`config.mk`:
```
export PLATFORM = sky130hd
export DESIGN_NAME = sat_accumulator_mc
export DESIGN_NICKNAME = d
export VERILOG_FILES = /design/src/rtl/sat_acc_pkg.sv /design/src/rtl/sat_clamp.sv /design/src/rtl/sat_accumulator_mc.sv
export SDC_FILE = /design/constraint.sdc
export NUM_CORES = 1
export LEC_CHECK = 0
export ABC_AREA = 1
export CORE_MARGIN = 5
export CORE_UTILIZATION = 52
export DETAILED_ROUTE_END_ITERATION = 10
export GPL_ROUTABILITY_DRIVEN = 0
export PLACE_DENSITY = 0.74
export SYNTH_ARGS = -nofsm -noshare
export SYNTH_HDL_FRONTEND = slang
export SYNTH_HIERARCHICAL = 1
export SYNTH_SLANG_ARGS = --single-unit
export TNS_END_PERCENT = 30
```
`constraint.sdc`:
```
create_clock -name clk -period 3.7 [get_ports clk]
set_input_delay 0.74 -clock clk [delete_from_list [all_inputs] [get_ports clk]]
set_output_delay 0.74 -clock clk [all_outputs]
set_load 0.01 [all_outputs]
```
`src/rtl/sat_acc_pkg.sv`:
```
// Shared types and the clamp rule for the saturating accumulator family.
// Also used by the PID output stage, so widths are carried at SAT_MAX_W bits.
package sat_acc_pkg;

  localparam int DEF_DATA_WIDTH = 16;
  localparam int DEF_ACC_WIDTH  = 24;
  localparam int DEF_N_CH       = 2;
  localparam int DEF_LEAK_SHIFT = 4;
  localparam int SAT_MAX_W      = 64;

  typedef struct packed {
    logic hi;
    logic lo;
  } sat_flags_t;

  typedef struct packed {
    logic signed [SAT_MAX_W-1:0] value;
    sat_flags_t                  flags;
  } sat_result_t;

  // An inverted window (lim_lo > lim_hi) always resolves to lim_hi.
  function automatic sat_result_t sat_clamp_f(
    input logic signed [SAT_MAX_W:0]   sum,
    input logic signed [SAT_MAX_W-1:0] lim_hi,
    input logic signed [SAT_MAX_W-1:0] lim_lo
  );
    sat_result_t r;
    r.flags = '0;
    if (lim_lo > lim_hi || sum > lim_hi) begin
      r.value    = lim_hi;
      r.flags.hi = 1'b1;
    end else if (sum < lim_lo) begin
      r.value    = lim_lo;
      r.flags.lo = 1'b1;
    end else begin
      r.value = sum[SAT_MAX_W-1:0];
    end
    return r;
  endfunction

endpackage

```
`src/rtl/sat_clamp.sv`:
```
// Combinational clamp of an (ACC_WIDTH+1)-bit signed sum into ACC_WIDTH bits
// against a signed [lim_lo, lim_hi] window.
module sat_clamp import sat_acc_pkg::*; #(
  parameter int ACC_WIDTH = DEF_ACC_WIDTH
) (
  input  logic signed [ACC_WIDTH:0]   sum,
  input  logic signed [ACC_WIDTH-1:0] lim_hi,
  input  logic signed [ACC_WIDTH-1:0] lim_lo,
  output logic signed [ACC_WIDTH-1:0] value,
  output sat_flags_t                  flags
);

  sat_result_t res;
  logic        unused_res_hi;

  always_comb begin
    res = sat_clamp_f((SAT_MAX_W+1)'(sum), SAT_MAX_W'(lim_hi), SAT_MAX_W'(lim_lo));
  end

  // The result always lies inside the window, so the upper bits are redundant.
  assign value         = res.value[ACC_WIDTH-1:0];
  assign flags         = res.flags;
  assign unused_res_hi = ^res.value[SAT_MAX_W-1:ACC_WIDTH];

endmodule

```
`src/rtl/sat_accumulator_mc.sv`:
```
// Multi-channel signed saturating accumulator (PID integrator), two-stage pipeline.
// Define SAT_ACC_LEAK_EN to turn each update into a leaky integrator.
module sat_accumulator_mc import sat_acc_pkg::*; #(
  parameter  int DATA_WIDTH = DEF_DATA_WIDTH,
  parameter  int ACC_WIDTH  = DEF_ACC_WIDTH,
  parameter  int N_CH       = DEF_N_CH,
  parameter  int LEAK_SHIFT = DEF_LEAK_SHIFT,
  localparam int CH_W       = (N_CH > 1) ? $clog2(N_CH) : 1
) (
  input  logic                         clk,
  input  logic                         rst_n,
  input  logic                         clear_i,
  input  logic signed [ACC_WIDTH-1:0]  lim_hi_i,
  input  logic signed [ACC_WIDTH-1:0]  lim_lo_i,
  input  logic                         in_valid,
  output logic                         in_ready,
  input  logic [CH_W-1:0]              in_ch,
  input  logic signed [DATA_WIDTH-1:0] in_data,
  output logic                         out_valid,
  input  logic                         out_ready,
  output logic [CH_W-1:0]              out_ch,
  output logic signed [ACC_WIDTH-1:0]  out_acc,
  output logic                         out_sat_hi,
  output logic                         out_sat_lo,
  output logic [N_CH-1:0]              sat_sticky
);

  localparam logic [CH_W:0] N_CH_L = (CH_W+1)'(N_CH);

  logic signed [ACC_WIDTH-1:0] acc [N_CH];
  logic                        s1_valid;
  logic [CH_W-1:0]             s1_ch;
  logic signed [ACC_WIDTH-1:0] s1_data;
  logic                        s2_adv;
  logic                        ch_ok;
  logic signed [ACC_WIDTH-1:0] acc_rd;
  logic signed [ACC_WIDTH:0]   acc_ext;
  logic signed [ACC_WIDTH:0]   data_ext;
  logic signed [ACC_WIDTH:0]   sum;
  logic signed [ACC_WIDTH-1:0] clamp_val;
  sat_flags_t                  clamp_flags;

  assign s2_adv   = s1_valid && (!out_valid || out_ready);
  assign in_ready = !clear_i && (!s1_valid || s2_adv);
  assign ch_ok    = {1'b0, in_ch} < N_CH_L;

  // Read and write of acc[ch] both live in S2, so same-channel samples never race.
  assign acc_rd   = acc[s1_ch];
  assign acc_ext  = (ACC_WIDTH+1)'(acc_rd);
  assign data_ext = (ACC_WIDTH+1)'(s1_data);

`ifdef SAT_ACC_LEAK_EN
  assign sum = acc_ext - (acc_ext >>> LEAK_SHIFT) + data_ext;
`else
  localparam int leak_shift_unused = LEAK_SHIFT;
  assign sum = acc_ext + data_ext;
`endif

  sat_clamp #(.ACC_WIDTH(ACC_WIDTH)) u_clamp (
    .sum    (sum),
    .lim_hi (lim_hi_i),
    .lim_lo (lim_lo_i),
    .value  (clamp_val),
    .flags  (clamp_flags)
  );

  always_ff @(posedge clk or negedge rst_n) begin
    if (!rst_n) begin
      for (int i = 0; i < N_CH; i++) acc[i] <= '0;
      s1_valid   <= 1'b0;
      s1_ch      <= '0;
      s1_data    <= '0;
      out_valid  <= 1'b0;
      out_ch     <= '0;
      out_acc    <= '0;
      out_sat_hi <= 1'b0;
      out_sat_lo <= 1'b0;
      sat_sticky <= '0;
    end else if (clear_i) begin
      for (int i = 0; i < N_CH; i++) acc[i] <= '0;
      s1_valid   <= 1'b0;
      out_valid  <= 1'b0;
      sat_sticky <= '0;
    end else begin
      // Samples for non-existent channels are accepted but never enter S1.
      if (in_valid && in_ready) begin
        s1_valid <= ch_ok;
        s1_ch    <= in_ch;
        s1_data  <= ACC_WIDTH'(in_data);
      end else if (s2_adv) begin
        s1_valid <= 1'b0;
      end

      if (s2_adv) begin
        acc[s1_ch]        <= clamp_val;
        out_ch            <= s1_ch;
        out_acc           <= clamp_val;
        out_sat_hi        <= clamp_flags.hi;
        out_sat_lo        <= clamp_flags.lo;
        sat_sticky[s1_ch] <= sat_sticky[s1_ch] | clamp_flags.hi | clamp_flags.lo;
        out_valid         <= 1'b1;
      end else if (out_ready) begin
        out_valid <= 1'b0;
      end
    end
  end

endmodule

```
==> summary.md, run 1 <==
| Metric | Value |
|---|---|
| Status | complete, but fails checks |
| Final WS setup | -598.3 ps |
| Design area | 0.01156 sq mm |
| Mean cell area of the mapped netlist | 6.589 sq um |
| Pin count of the biggest net entering global routing | 77 |
| Full die area | 0.01888 sq mm |
| CP Data Required Time | 3900 ps |
| Final period util | 1.162 |
| Final Power | 4919 uW |
| Post-DR wirelength/cell | 16.62 um |
| Clk_lat worst skew | 350 ps |
| Seq pwr share | 0.267 |
| Post-synthesis net count | 1,449 |
| DRT iter0 DRCs | 910 |
| Clk pwr share | 0.182 |
| Clock-pin slew on the worst setup and hold paths | 70 ps |
| FF-to-FF setup slack | -600 ps |
| DP HPWL | 20.06 mm |
| TritonCTS Buffers | 9 |
| Warnings, synthesis | 6 |
| Number of synthesized register bits | 96 |
| Peak VDD IR | 0.2494 mV |
| Die height | 137.4 um |
| Layout cell share with drive strength beyond 1 | 0.2208 |
| Syn Inst Count | 1,281 |
| Number of port buffers | 100 |
| CTS Buffer Depth | 2 |
| Worst Setup End Kind | flop |
| Sink Count | 96 |
| Ant. Diodes | 0 |
| Die W | 137.4 um |
| Register area share after synthesis | 0.2846 |
| Post-synth top area share | 0.2846 |
| FFs w/ async S/R, synth | 1.000 |
| Failing checks | setup timing |
| Switching Share | 0.4184 |
| Worst slew pin tran | 972.5 ps |
| GRT overflow | 0 |
| DRC violations left | 0 |
| Power Dens Cells | 425.6 mW/mm^2 |
| Area leader, netlist | dfrtp_1 |
| Antenna viol nets, final | 0 |
| Met3 Routed Length | 2.310 mm |
| Synth unique cells | 33 |
| Max_slew headroom | 0.3517 |
| EDFF count, synth | 0 |
| Max cap viols | 0 |
| Core area | 0.01589 sq mm |
| List of most frequent post-synthesis cells | nand2_1, inv_1, ha_1 |
| CTS H-tree lvls | 3 |
| Final wirelength | 27.90 mm |
| Highest routed metal layer | met4 |
| Clock Skews | 10.62 ps |
| Vias in the first global route | 8,369 |
| Vias per cell | 5.509 |
| Num ports | 101 |
| Initial Util | 0.5313 |
| Placed Instance Area | 0.01011 sq mm |
| Fin. max-slew vios | 0 |
| Total iterations of the first detailed-routing run | 6 |
| Design internal power | 2861 uW |
| Root Buffer | clkbuf_16 |
| Setup-failing EPs final | 76 |
| Crit-path max FO | 6 |
| Row Count | 46 |
| RSZ-0062 raised after global routing | true |
| P_leak | 0.006122 uW |
| Most numerous cell in the Yosys netlist | nand2_1 |
| Worst EP arrival | 4500 ps |
| Layout area overhead | 36.93% |
| NumNets Final | 1,626 |
| Synth area leaders | dfrtp_1, nand2_1, ha_1 |
| Synth Flop Type | dfrtp_1 |
| Overall Global Routing Usage | 0.2699 |
| FMAX | 0.2326 GHz |
| Vias | 9,249 |
| Hold Crit Class | reg -> reg |
| Post-synthesis instance area | 0.008441 sq mm |
| CTS tree | done |
| Combinational Power Share | 0.551 |
| WL met1 | 11.63 mm |
| Detailed route wirelength on metal2 | 13.13 mm |
| Net Sw Power | 2058 uW |
| Initial antenna violation count | 0 |
| First-pass GRT wire length | 40.47 mm |
| Final hold vios | 0 |
| Setup crit start kind | flop |
| Minimum clock period | 4298 ps |
| Critical path class | reg -> reg |
[repair_timing]
action	in CTS	in global routing
pin swaps	18	63
buffers inserted	4	16
gates resized for setup	39	193
gates cloned	0	7
endpoints found under the hold margin	0	0
endpoints found under the setup margin	76	76
hold buffers	0	0
[layout make-up]
type                            instances  area [sq um]
Clock inverter                          6         51.30
Tap cell                              216         270.3
Multi-Input combinational cell        933          5817
Sequential cell                        96          2404
Fill cell                            1284          4328
Inverter                              216         823.3
Clock buffer                           10         229.0
Timing Repair Buffer                  202          1963
[power groups by stage]
| stage | clock, uW | combinational [uW] | sequential, uW |
|---|---|---|---|
| CTS | 895 | 2220 | 1300 |
| finish | 895 | 2710 | 1310 |
| global placement | 0 | 2130 | 1320 |
| detailed placement | 0 | 2160 | 1320 |
| floorplan | 0 | 1230 | 1340 |
| global route | 947 | 2930 | 1330 |
[cell families (layout without fill, tap and decap cells)]
kind of cell,Yosys count,count (layout),synth area share
simple gates,690,690,0.3412
compound gates,133,133,0.09087
fa+ha+maj,98,98,0.1462
buf+inv,252,434,0.1247
xor+xnor,12,12,0.01245
flops,96,96,0.2846
[registers in the layout, indices dropped and copies added (netlist names)]
register / count
acc: 48
out_acc: 24
s1_data: 16
sat_sticky: 2
out_ch: 1
out_sat_hi: 1
out_sat_lo: 1
out_valid: 1
s1_ch: 1
s1_valid: 1
[path summary, 6_finish.rpt]
kind | startpoint | to | cells after the start
hold reg to reg | out_acc[16] | out_acc[16] | 2
setup reg to reg | s1_ch | acc[37] | 27
setup / recovery | s1_ch | acc[37] | 27
max in group asynchronous | rst_n | out_acc[14] | 2
hold / removal | out_acc[16] | out_acc[16] | 2
min in group asynchronous | rst_n | s1_data[2] | 1
[critical path, stage by stage, from the launching register on]
cell and delay, ps:
dfrtp_2 510, buf_12 170, buf_4 150, o21ai_1 190, ha_2 350, nand2_4 130
inv_1 70, nand2_1 70, nand2_1 80, a21oi_2 180, nand3_1 100, nand2_1 110
nand2_4 90, ha_4 260, a21oi_1 190, nor2_1 60, nor2_1 150, nand3_2 120
nor2_4 150, buf_4 140, nand3_4 120, clkbuf_16 200, nand3_1 80, nand2_1 60
nand2_1 70, nand2_1 100, nand2_2 130, o22ai_1 110
[layer usage]
layer  GRT usage  vias to the layer above
met3     0.04164                       72
met5           0                        -
met4     0.08758                        0
li1            -                     4412
met2      0.4322                      443
met1      0.3743                     4322
[per-stage QoR]
stage          TNS (ps)  cells    util  hold WS, ps  setup slack (ps)
3_5_place_dp     -35950   1636  0.6366        457.2            -578.8
3_3_place_gp     -30280   1636  0.6366        454.9            -506.2
5_1_grt          -48250   1679  0.7276        495.1            -792.1
6_report         -36580   1679  0.7276        469.0            -598.3
4_1_cts          -22560   1656  0.6619        474.8            -353.5
2_1_floorplan         0   1281       -        444.4             1.674
[layout by cell type, fill, tap and decap left out, drive strengths merged]
master,synthesis,routed
or2,1,1
dfrtp,96,96
nor3b,1,1
clkinv,0,2
o211ai,1,1
nand2,504,504
nand3b,3,3
clkinvlp,0,2
nor3,4,4
clkbuf,9,16
inv,216,218
o31ai,2,2
nor2,62,62
o21a,3,3
and2,2,2
o22ai,48,48
fa,1,1
a21oi,42,42
o21ai,33,33
ha,97,97
xor2,12,12
a21o,4,4
nand3,98,98
nand4,15,15
buf,27,97
clkdlybuf4s50,0,99
No activity file was read; power rests on OpenSTA's default activity.
==> inputs of run 2 (changes only) <==
--- a/config.mk
+++ b/config.mk
@@ -5,11 +5,12 @@
 export SDC_FILE = /design/constraint.sdc
 export NUM_CORES = 1
 export LEC_CHECK = 0
-export ABC_AREA = 1
+export ABC_AREA = 0
 export CORE_MARGIN = 5
-export CORE_UTILIZATION = 52
+export CORE_UTILIZATION = 51
 export DETAILED_ROUTE_END_ITERATION = 10
 export GPL_ROUTABILITY_DRIVEN = 0
+export GPL_TIMING_DRIVEN = 0
 export PLACE_DENSITY = 0.74
 export SYNTH_ARGS = -nofsm -noshare
 export SYNTH_HDL_FRONTEND = slang
==> run 2 against run 1 <==
The flow still finishes with violations (setup timing). Worst hold slack worse by 99 ps. First-iteration DRC count is 33% lower. Final cell count is 38% lower. Worst setup slack worse by 920 ps. Clock-buffer cell count is 1 higher. Critical path depth is 8 lower. Combinational power hardly changed. Utilization is 6.0 points lower. Die area is 10% lower. Wire length is 23% lower.
==> summary.md, run 2 <==
| Metric | Value |
|---|---|
| Die W | 130.2 um (-5.3%) |
| Full die area | 0.01695 sq mm (-10%) |
| Die height | 130.2 um (-5.3%) |
| Post-synthesis compound-gate area fraction | 0.1780 (+0.08715) |
| Synth unique cells | 62 (+88%) |
| Final wirelength | 21.38 mm (-23%) |
| Synth Flop Type | dfrtp_1 |
| Util after Layout | 0.6676 (-0.05993) |
| Core area | 0.01437 sq mm (-9.5%) |
| Hold Crit Class | in -> async |
| Pin count of the biggest net entering global routing | 58 (-25%) |
| Failing checks | setup timing |
| List of most frequent post-synthesis cells | ha_1, dfrtp_1, mux2_2 |
| Initial antenna violation count | 0 (unchanged) |
| Register area share after synthesis | 0.3261 (+0.04153) |
| Antenna viol nets, final | 0 (unchanged) |
| CTS H-tree lvls | 3 (unchanged) |
| Clock Skews | 5.895 ps (-4.722 ps) |
| Initial Util | 0.5126 (-0.01872) |
| Max cap viols | 0 (unchanged) |
| Area leader, netlist | dfrtp_1 |
| DRT iter0 DRCs | 609 (-33%) |
| Vias in the first global route | 6,614 (-21%) |
| Fin. max-slew vios | 0 (unchanged) |
| Final hold vios | 0 (unchanged) |
| Post-synth top area share | 0.3261 (+0.04153) |
| Max_slew headroom | 0.4981 (+0.1464) |
| Design area | 0.009593 sq mm (-17%) |
| Warnings, synthesis | 6 (unchanged) |
| Vias per cell | 6.162 (+12%) |
| Top Registers | acc: 48 flops, out_acc: 24 flops, s1_data: 16 flops |
| First-pass GRT wire length | 33.32 mm (-18%) |
| Power Dens Cells | 521.3 mW/mm^2 (+23%) |
| Worst slew pin tran | 750.1 ps (-222.4 ps) |
| Sink Count | 96 (unchanged) |
| Worst EP arrival | 5460 ps (+960 ps) |
| P_leak | 0.004519 uW (-26%) |
| Number of synthesized register bits | 96 (unchanged) |
| Status | complete, but fails checks |
| Worst Setup End Kind | flop |
| Setup WS pre-CTS | -2169 ps (-1590 ps) |
| Syn Inst Count | 724 (-43%) |
| Xor/xnor share of the synthesized area | 0.02378 (+0.01133) |
| Root Buffer | clkbuf_16 |
| Vias | 6,415 (-31%) |
| Total iterations of the first detailed-routing run | 5 (-1) |
| Crit-path max FO | 6 (unchanged) |
| Num ports | 101 (unchanged) |
| DP HPWL | 15.82 mm (-21%) |
| Setup crit start kind | flop |
| Placed Instance Area | 0.008678 sq mm (-14%) |
| Max reg flops | 48 (unchanged) |
| Most numerous cell in the Yosys netlist | ha_1 |
| DRC violations left | 0 (unchanged) |
| CP Data Required Time | 3940 ps (+40 ps) |
| Synth Area in Simple Gates | 0.08442 (-0.2568) |
| Largest family of logic cells by synthesized area | compound AO/OA/AOI/OAI gates |
| Commonest cells after routing, fill and taps aside | clkdlybuf4s50_1, dfrtp_1, ha_1, mux2_2, inv_1 |
| CTS tree | done |
| GRT overflow | 0 (unchanged) |
| Ant. Diodes | 0 (unchanged) |
| Row Count | 44 (-4.3%) |
| TritonCTS Buffers | 9 (unchanged) |
| CTS Buffer Depth | 2 (unchanged) |
| Final WS setup | -1521 ps (-922.4 ps) |
| FFs w/ async S/R, synth | 1.000 (unchanged) |
| Number of port buffers | 100 (unchanged) |
| FMAX | 0.1915 GHz (-18%) |
| Commonest non-fill, non-tap cell in the layout | clkdlybuf4s50_1 |
| Post-synthesis net count | 892 (-38%) |
| RSZ-0062 raised after global routing | true |
| Top reg by flops | acc |
| Clock-pin slew on the worst setup and hold paths | 70 ps (about the same) |
| Setup-failing EPs final | 76 (unchanged) |
| Post-synthesis instance area | 0.007366 sq mm (-13%) |
| Synth area leaders | dfrtp_1, ha_1, mux2_2 |
| NumNets Final | 1,020 (-37%) |
| Cts hold-fix bufs | 0 (unchanged) |
| Placed Instances | 1,009 (-38%) |
| Layout cell share with drive strength beyond 1 | 0.2194 (-0.001409) |
| EDFF count, synth | 0 (unchanged) |
| Cell Count, Final, Fillers Out | 1,041 (-38%) |
| Final Power | 5001 uW (+1.7%) |
| Clk_lat worst skew | 360 ps (about the same) |
| Mean cell area of the mapped netlist | 10.17 sq um (+54%) |
| Peak VDD IR | 0.2687 mV (+7.7%) |
| Post-DR wirelength/cell | 20.53 um (+24%) |
| Overall Global Routing Usage | 0.2506 (-0.01927) |
| Minimum clock period | 5221 ps (+922.4 ps) |
| Final period util | 1.411 (+0.2493) |
| Critical path class | reg -> reg |
| Synth Area in Adders | 0.1675 (+0.02133) |
| Post-synthesis mux area share | 0.1692 (+0.1692) |
| Layout area overhead | 30.24% |
-- run 2: logic make-up (layout without fill, tap and decap cells) --
logic type | Yosys count | count (layout)
and+or+nand+nor | 128 | 128
AOI/OAI and AO/OA | 183 | 183
muxes | 116 | 116
adders and majority gates | 98 | 98
xor gates and xnor gates | 20 | 20
DFF | 96 | 96
buffers and inverters | 83 | 216
-- run 2: what timing repair did --
| item | in CTS | in global routing |
|---|---|---|
| gates cloned | 1 | 1 |
| pin swaps | 20 | 14 |
| resized for setup | 58 | 40 |
| setup endpoints to repair | 76 | 76 |
| setup buffers | 14 | 2 |
-- run 2: power by group --
part	total (uW)	internal, uW	switching, uW
Clock	957	541	415
Combinational	2710	1400	1310
Sequential	1330	1230	107
Total	5000	3170	1840
-- run 2: final timing paths --
check / from / to / slack, ps / cells after the start
worst max-delay path: s1_ch / out_acc[14] / -1520 / 19
worst min-delay path: rst_n / s1_data[3] / 370 / 1
worst max register to register: s1_ch / out_acc[14] / -1520 / 19
worst min register to register: out_ch / out_ch / 490 / 1
max in group asynchronous: rst_n / acc[40] / 2660 / 2
min in group clk: out_ch / out_ch / 490 / 1
-- run 2: metal layers --
layer | routed length (um) | vias to the layer above | GRT usage | share of wire
li1 | - | 2932 | - | -
met1 | 9127 | 3151 | 0.3236 | 0.43
met2 | 10060 | 264 | 0.4068 | 0.47
met3 | 1330 | 68 | 0.05485 | 0.062
met4 | 852 | 0 | 0.1057 | 0.040
met5 | 0 | - | 0 | 0
-- run 2: final cells by class --
type,count,area [sq um]
clock buffers,11,242.7
clock inverters,5,56.30
plain buffers,25,231.5
flip-flops and latches,96,2404
well taps,184,230.2
repair buffers,118,1199
multi-input cells,545,5016
fillers,1069,4776
inverters,57,214.0
-- run 2: per-stage QoR --
stage / hold slack [ps] / setup TNS [ps]
2_1_floorplan: 444.4 / -96880
3_3_place_gp: 464.4 / -295920
3_5_place_dp: 465.1 / -154040
4_1_cts: 380.5 / -111630
5_1_grt: 407.2 / -117730
6_report: 369.6 / -108640
-- run 2: critical path: stages, from the launching register on --
cell	delay (ps)
dfrtp_2	440
buf_4	200
mux2_2	370
ha_1	290
a21oi_1	90
nand4b_1	290
a21oi_1	330
o21ai_2	170
o31ai_1	360
xor2_1	430
ha_1	210
nand4_1	100
or2_1	280
o31a_1	280
o41ai_4	220
buf_6	220
buf_12	160
mux2i_4	260
mux2i_4	100
mux2_4	280
==> inputs of run 3 (changes only) <==
--- a/config.mk
+++ b/config.mk
@@ -7,8 +7,9 @@
 export LEC_CHECK = 0
 export ABC_AREA = 0
 export CORE_MARGIN = 5
-export CORE_UTILIZATION = 51
+export CORE_UTILIZATION = 59
 export DETAILED_ROUTE_END_ITERATION = 10
+export DONT_BUFFER_PORTS = 1
 export GPL_ROUTABILITY_DRIVEN = 0
 export GPL_TIMING_DRIVEN = 0
 export PLACE_DENSITY = 0.74
==> run 3 against run 2 <==
Clock power decreased by 10%. Largest cell class unchanged. Clock-buffer cell count unchanged. The flow still finishes with violations (setup timing). Highest routed layer unchanged. Largest power group unchanged. Sequential power increased by 7%.
==> summary.md, run 3 (synthesis gave the netlist of run 2 again) <==
| Metric | Value |
|---|---|
| P_leak | 0.004130 uW (-8.6%) |
| Final wirelength | 20.81 mm (-2.6%) |
| Combinational Power Share | 0.510 (-0.032) |
| Die W | 121.7 um (-6.5%) |
| Fin. max-slew vios | 0 (unchanged) |
| Clk_lat worst skew | 360 ps (about the same) |
| Max reg flops | 48 (unchanged) |
| Clock Skews | 8.744 ps (+2.849 ps) |
| Crit path cell chain | clkbuf_16 -> mux2_4 -> ha_4 -> fa_2 -> a211oi_4 -> o211ai_1 -> a221o_2 -> a21oi_4 -> o21ba_4 -> xnor2_4 -> ha_1 -> nand4_1 -> or2_1 -> o31a_1 -> o41ai_4 -> buf_6 -> clkbuf_16 -> mux2i_1 -> mux2i_1 -> mux2_2 |
| Worst EP arrival | 5660 ps (+200 ps) |
| Final WS setup | -1723 ps (-202.7 ps) |
| Commonest cells after routing, fill and taps aside | dfrtp_1, ha_1, mux2_2, inv_1 |
| CTS tree | done |
| Vias in the first global route | 6,308 (-4.6%) |
| Max_slew headroom | 0.5043 (+0.006148) |
| Ant. Diodes | 0 (unchanged) |
| Total iterations of the first detailed-routing run | 5 (unchanged) |
| Max cap viols | 0 (unchanged) |
| Root Buffer | clkbuf_16 |
| Num ports | 101 (unchanged) |
| Setup-failing EPs final | 76 (unchanged) |
| Crit-path max FO | 6 (unchanged) |
| Util after Layout | 0.7101 (+0.04250) |
| Minimum clock period | 5423 ps (+202.7 ps) |
| Top Registers | acc: 48 flops, out_acc: 24 flops, s1_data: 16 flops |
| DRT iter0 DRCs | 387 (-36%) |
| Pin count of the biggest net entering global routing | 97 (+67%) |
| Vias per cell | 6.569 (+6.6%) |
| Antenna viol nets, final | 0 (unchanged) |
| Number of port buffers | 0 (-100%) |
| Sequential Area | 0.002404 sq mm (unchanged) |
| Post-DR wirelength/cell | 22.40 um (+9.1%) |
| Area of the multi-input gates | 0.005072 sq mm (+1.1%) |
| Seq pwr share | 0.305 (+0.038) |
| Top reg by flops | acc |
| Power Dens Cells | 539.9 mW/mm^2 (+3.6%) |
| First-pass GRT wire length | 31.80 mm (-4.6%) |
| DP HPWL | 14.91 mm (-5.7%) |
| Initial antenna violation count | 0 (unchanged) |
| Clock-pin slew on the worst setup and hold paths | 70 ps (about the same) |
| CTS Buffer Depth | 2 (unchanged) |
| Cts hold-fix bufs | 0 (unchanged) |
| Overall Global Routing Usage | 0.2747 (+0.02415) |
| Design internal power | 2859 uW (-9.7%) |
| Commonest non-fill, non-tap cell in the layout | dfrtp_1 |
| CP max stage delay | 470 ps (+30 ps) |
| GRT overflow | 0 (unchanged) |
| TritonCTS Buffers | 9 (unchanged) |
| DRC violations left | 0 (unchanged) |
| Status | complete, but fails checks |
| Layout filler cell count | 875 (-18%) |
| Worst Setup End Kind | flop |
| Net Sw Power | 1784 uW (-2.8%) |
| Initial Util | 0.6082 (+0.09553) |
| CP Data Required Time | 3940 ps (about the same) |
| NumNets Final | 924 (-9.4%) |
| Failing checks | setup timing |
| RSZ-0062 raised after global routing | true |
| Layout cell share with drive strength beyond 1 | 0.2576 (+0.03819) |
| Final period util | 1.466 (+0.05478) |
| Peak VDD IR | 0.3351 mV (+25%) |
| Core area | 0.01211 sq mm (-16%) |
| Critical path class | reg -> reg |
| Full die area | 0.01482 sq mm (-13%) |
| CTS H-tree lvls | 3 (unchanged) |
| Clk pwr share | 0.185 (-0.006) |
| Slowest cell on the critical path | dfrtp_2 |
| Die height | 121.7 um (-6.5%) |
| FMAX | 0.1844 GHz (-3.7%) |
| FF-to-FF setup slack | -1720 ps (-200 ps) |
| Row Count | 40 (-9.1%) |
| Worst slew pin tran | 740.9 ps (-9.188 ps) |
| Sink Count | 96 (unchanged) |
| Vias | 6,103 (-4.9%) |
| Final hold vios | 0 (unchanged) |
| Setup TNS | -124,420 ps (-15,780 ps) |
| Setup crit start kind | flop |
| Hold Crit Class | in -> async |
| Layout area overhead | 16.77% |
| Switching Share | 0.3842 (+0.01727) |
==> run 3: cell count changes in the layout (fill, tap and decap cells not counted), sizes merged <==
| cell | before | now |
|---|---|---|
| clkdlybuf4s50 | 99 | 0 |
| buf | 34 | 37 |
| bufinv | 1 | 0 |
| clkinvlp | 1 | 2 |
==> run 3: per-layer routing <==
| layer | up-vias | global-route usage | share of wire |
|---|---|---|---|
| met5 | - | 0 | 0 |
| met4 | 0 | 0.1148 | 0.033 |
| met3 | 61 | 0.07196 | 0.075 |
| met2 | 289 | 0.4663 | 0.49 |
| met1 | 3010 | 0.3308 | 0.40 |
| li1 | 2743 | - | - |
==> run 3: power groups by stage <==
stage,Sequential [uW],Combinational [uW],Clock [uW]
final,1420,2370,857
after global routing,1440,2520,915
after CTS,1420,2040,872
after detailed placement,1430,1700,0
after global placement,1420,1630,0
after floorplan,1390,1350,0
==> run 3: critical path: cells and delay by family (launching register included) <==
kind                     cells  cell delay [ps]
XOR/XNOR                     1               80
multiplexers                 4              930
adder cells (fa/ha/maj)      3              860
flip-flops                   1              470
AO/OA/AOI/OAI                7             2010
buffers and inverters        3              530
AND/OR/NAND/NOR              2              400
==> run 3: area by class of cell <==
type	instances	area share
Buffer	25	0.02648
Clock buffer	11	0.02706
Clock inverter	5	0.003928
Inverter	57	0.02488
Multi-Input combinational cell	545	0.5898
Sequential cell	96	0.2795
Tap cell	168	0.02444
Timing Repair Buffer	22	0.02400
==> run 3: per-stage QoR <==
step / total power [uW] / setup slack, ps / cell area, sq um / std cells / hold slack [ps]
3_3_place_gp: 3050 / -2082 / 7632 / 892 / 447.6
2_1_floorplan: 2738 / -1363 / 7422 / 724 / 444.4
4_1_cts: 4331 / -1599 / 8319 / 925 / 68.25
6_report: 4643 / -1723 / 8601 / 929 / 76.34
3_5_place_dp: 3133 / -2205 / 7632 / 892 / 448.2
5_1_grt: 4872 / -1807 / 8601 / 929 / 66.70
==> run 3: what timing repair did <==
item                       CTS  global route
resized for setup           60            51
setup endpoints to repair   76            76
pin swaps                    9            12
gates cloned                 1             1
setup buffers               16             5
==> run 3: path summary, 6_finish.rpt <==
kind                         start     endpoint  depth (start not counted)
max reg2reg                  s1_ch  out_acc[13]                         20
min in group clk           clear_i     s1_valid                          1
max                          s1_ch  out_acc[13]                         20
min                          rst_n   out_acc[5]                          0
min reg2reg                acc[26]      acc[26]                          1
max in group asynchronous    rst_n  out_acc[17]                          0
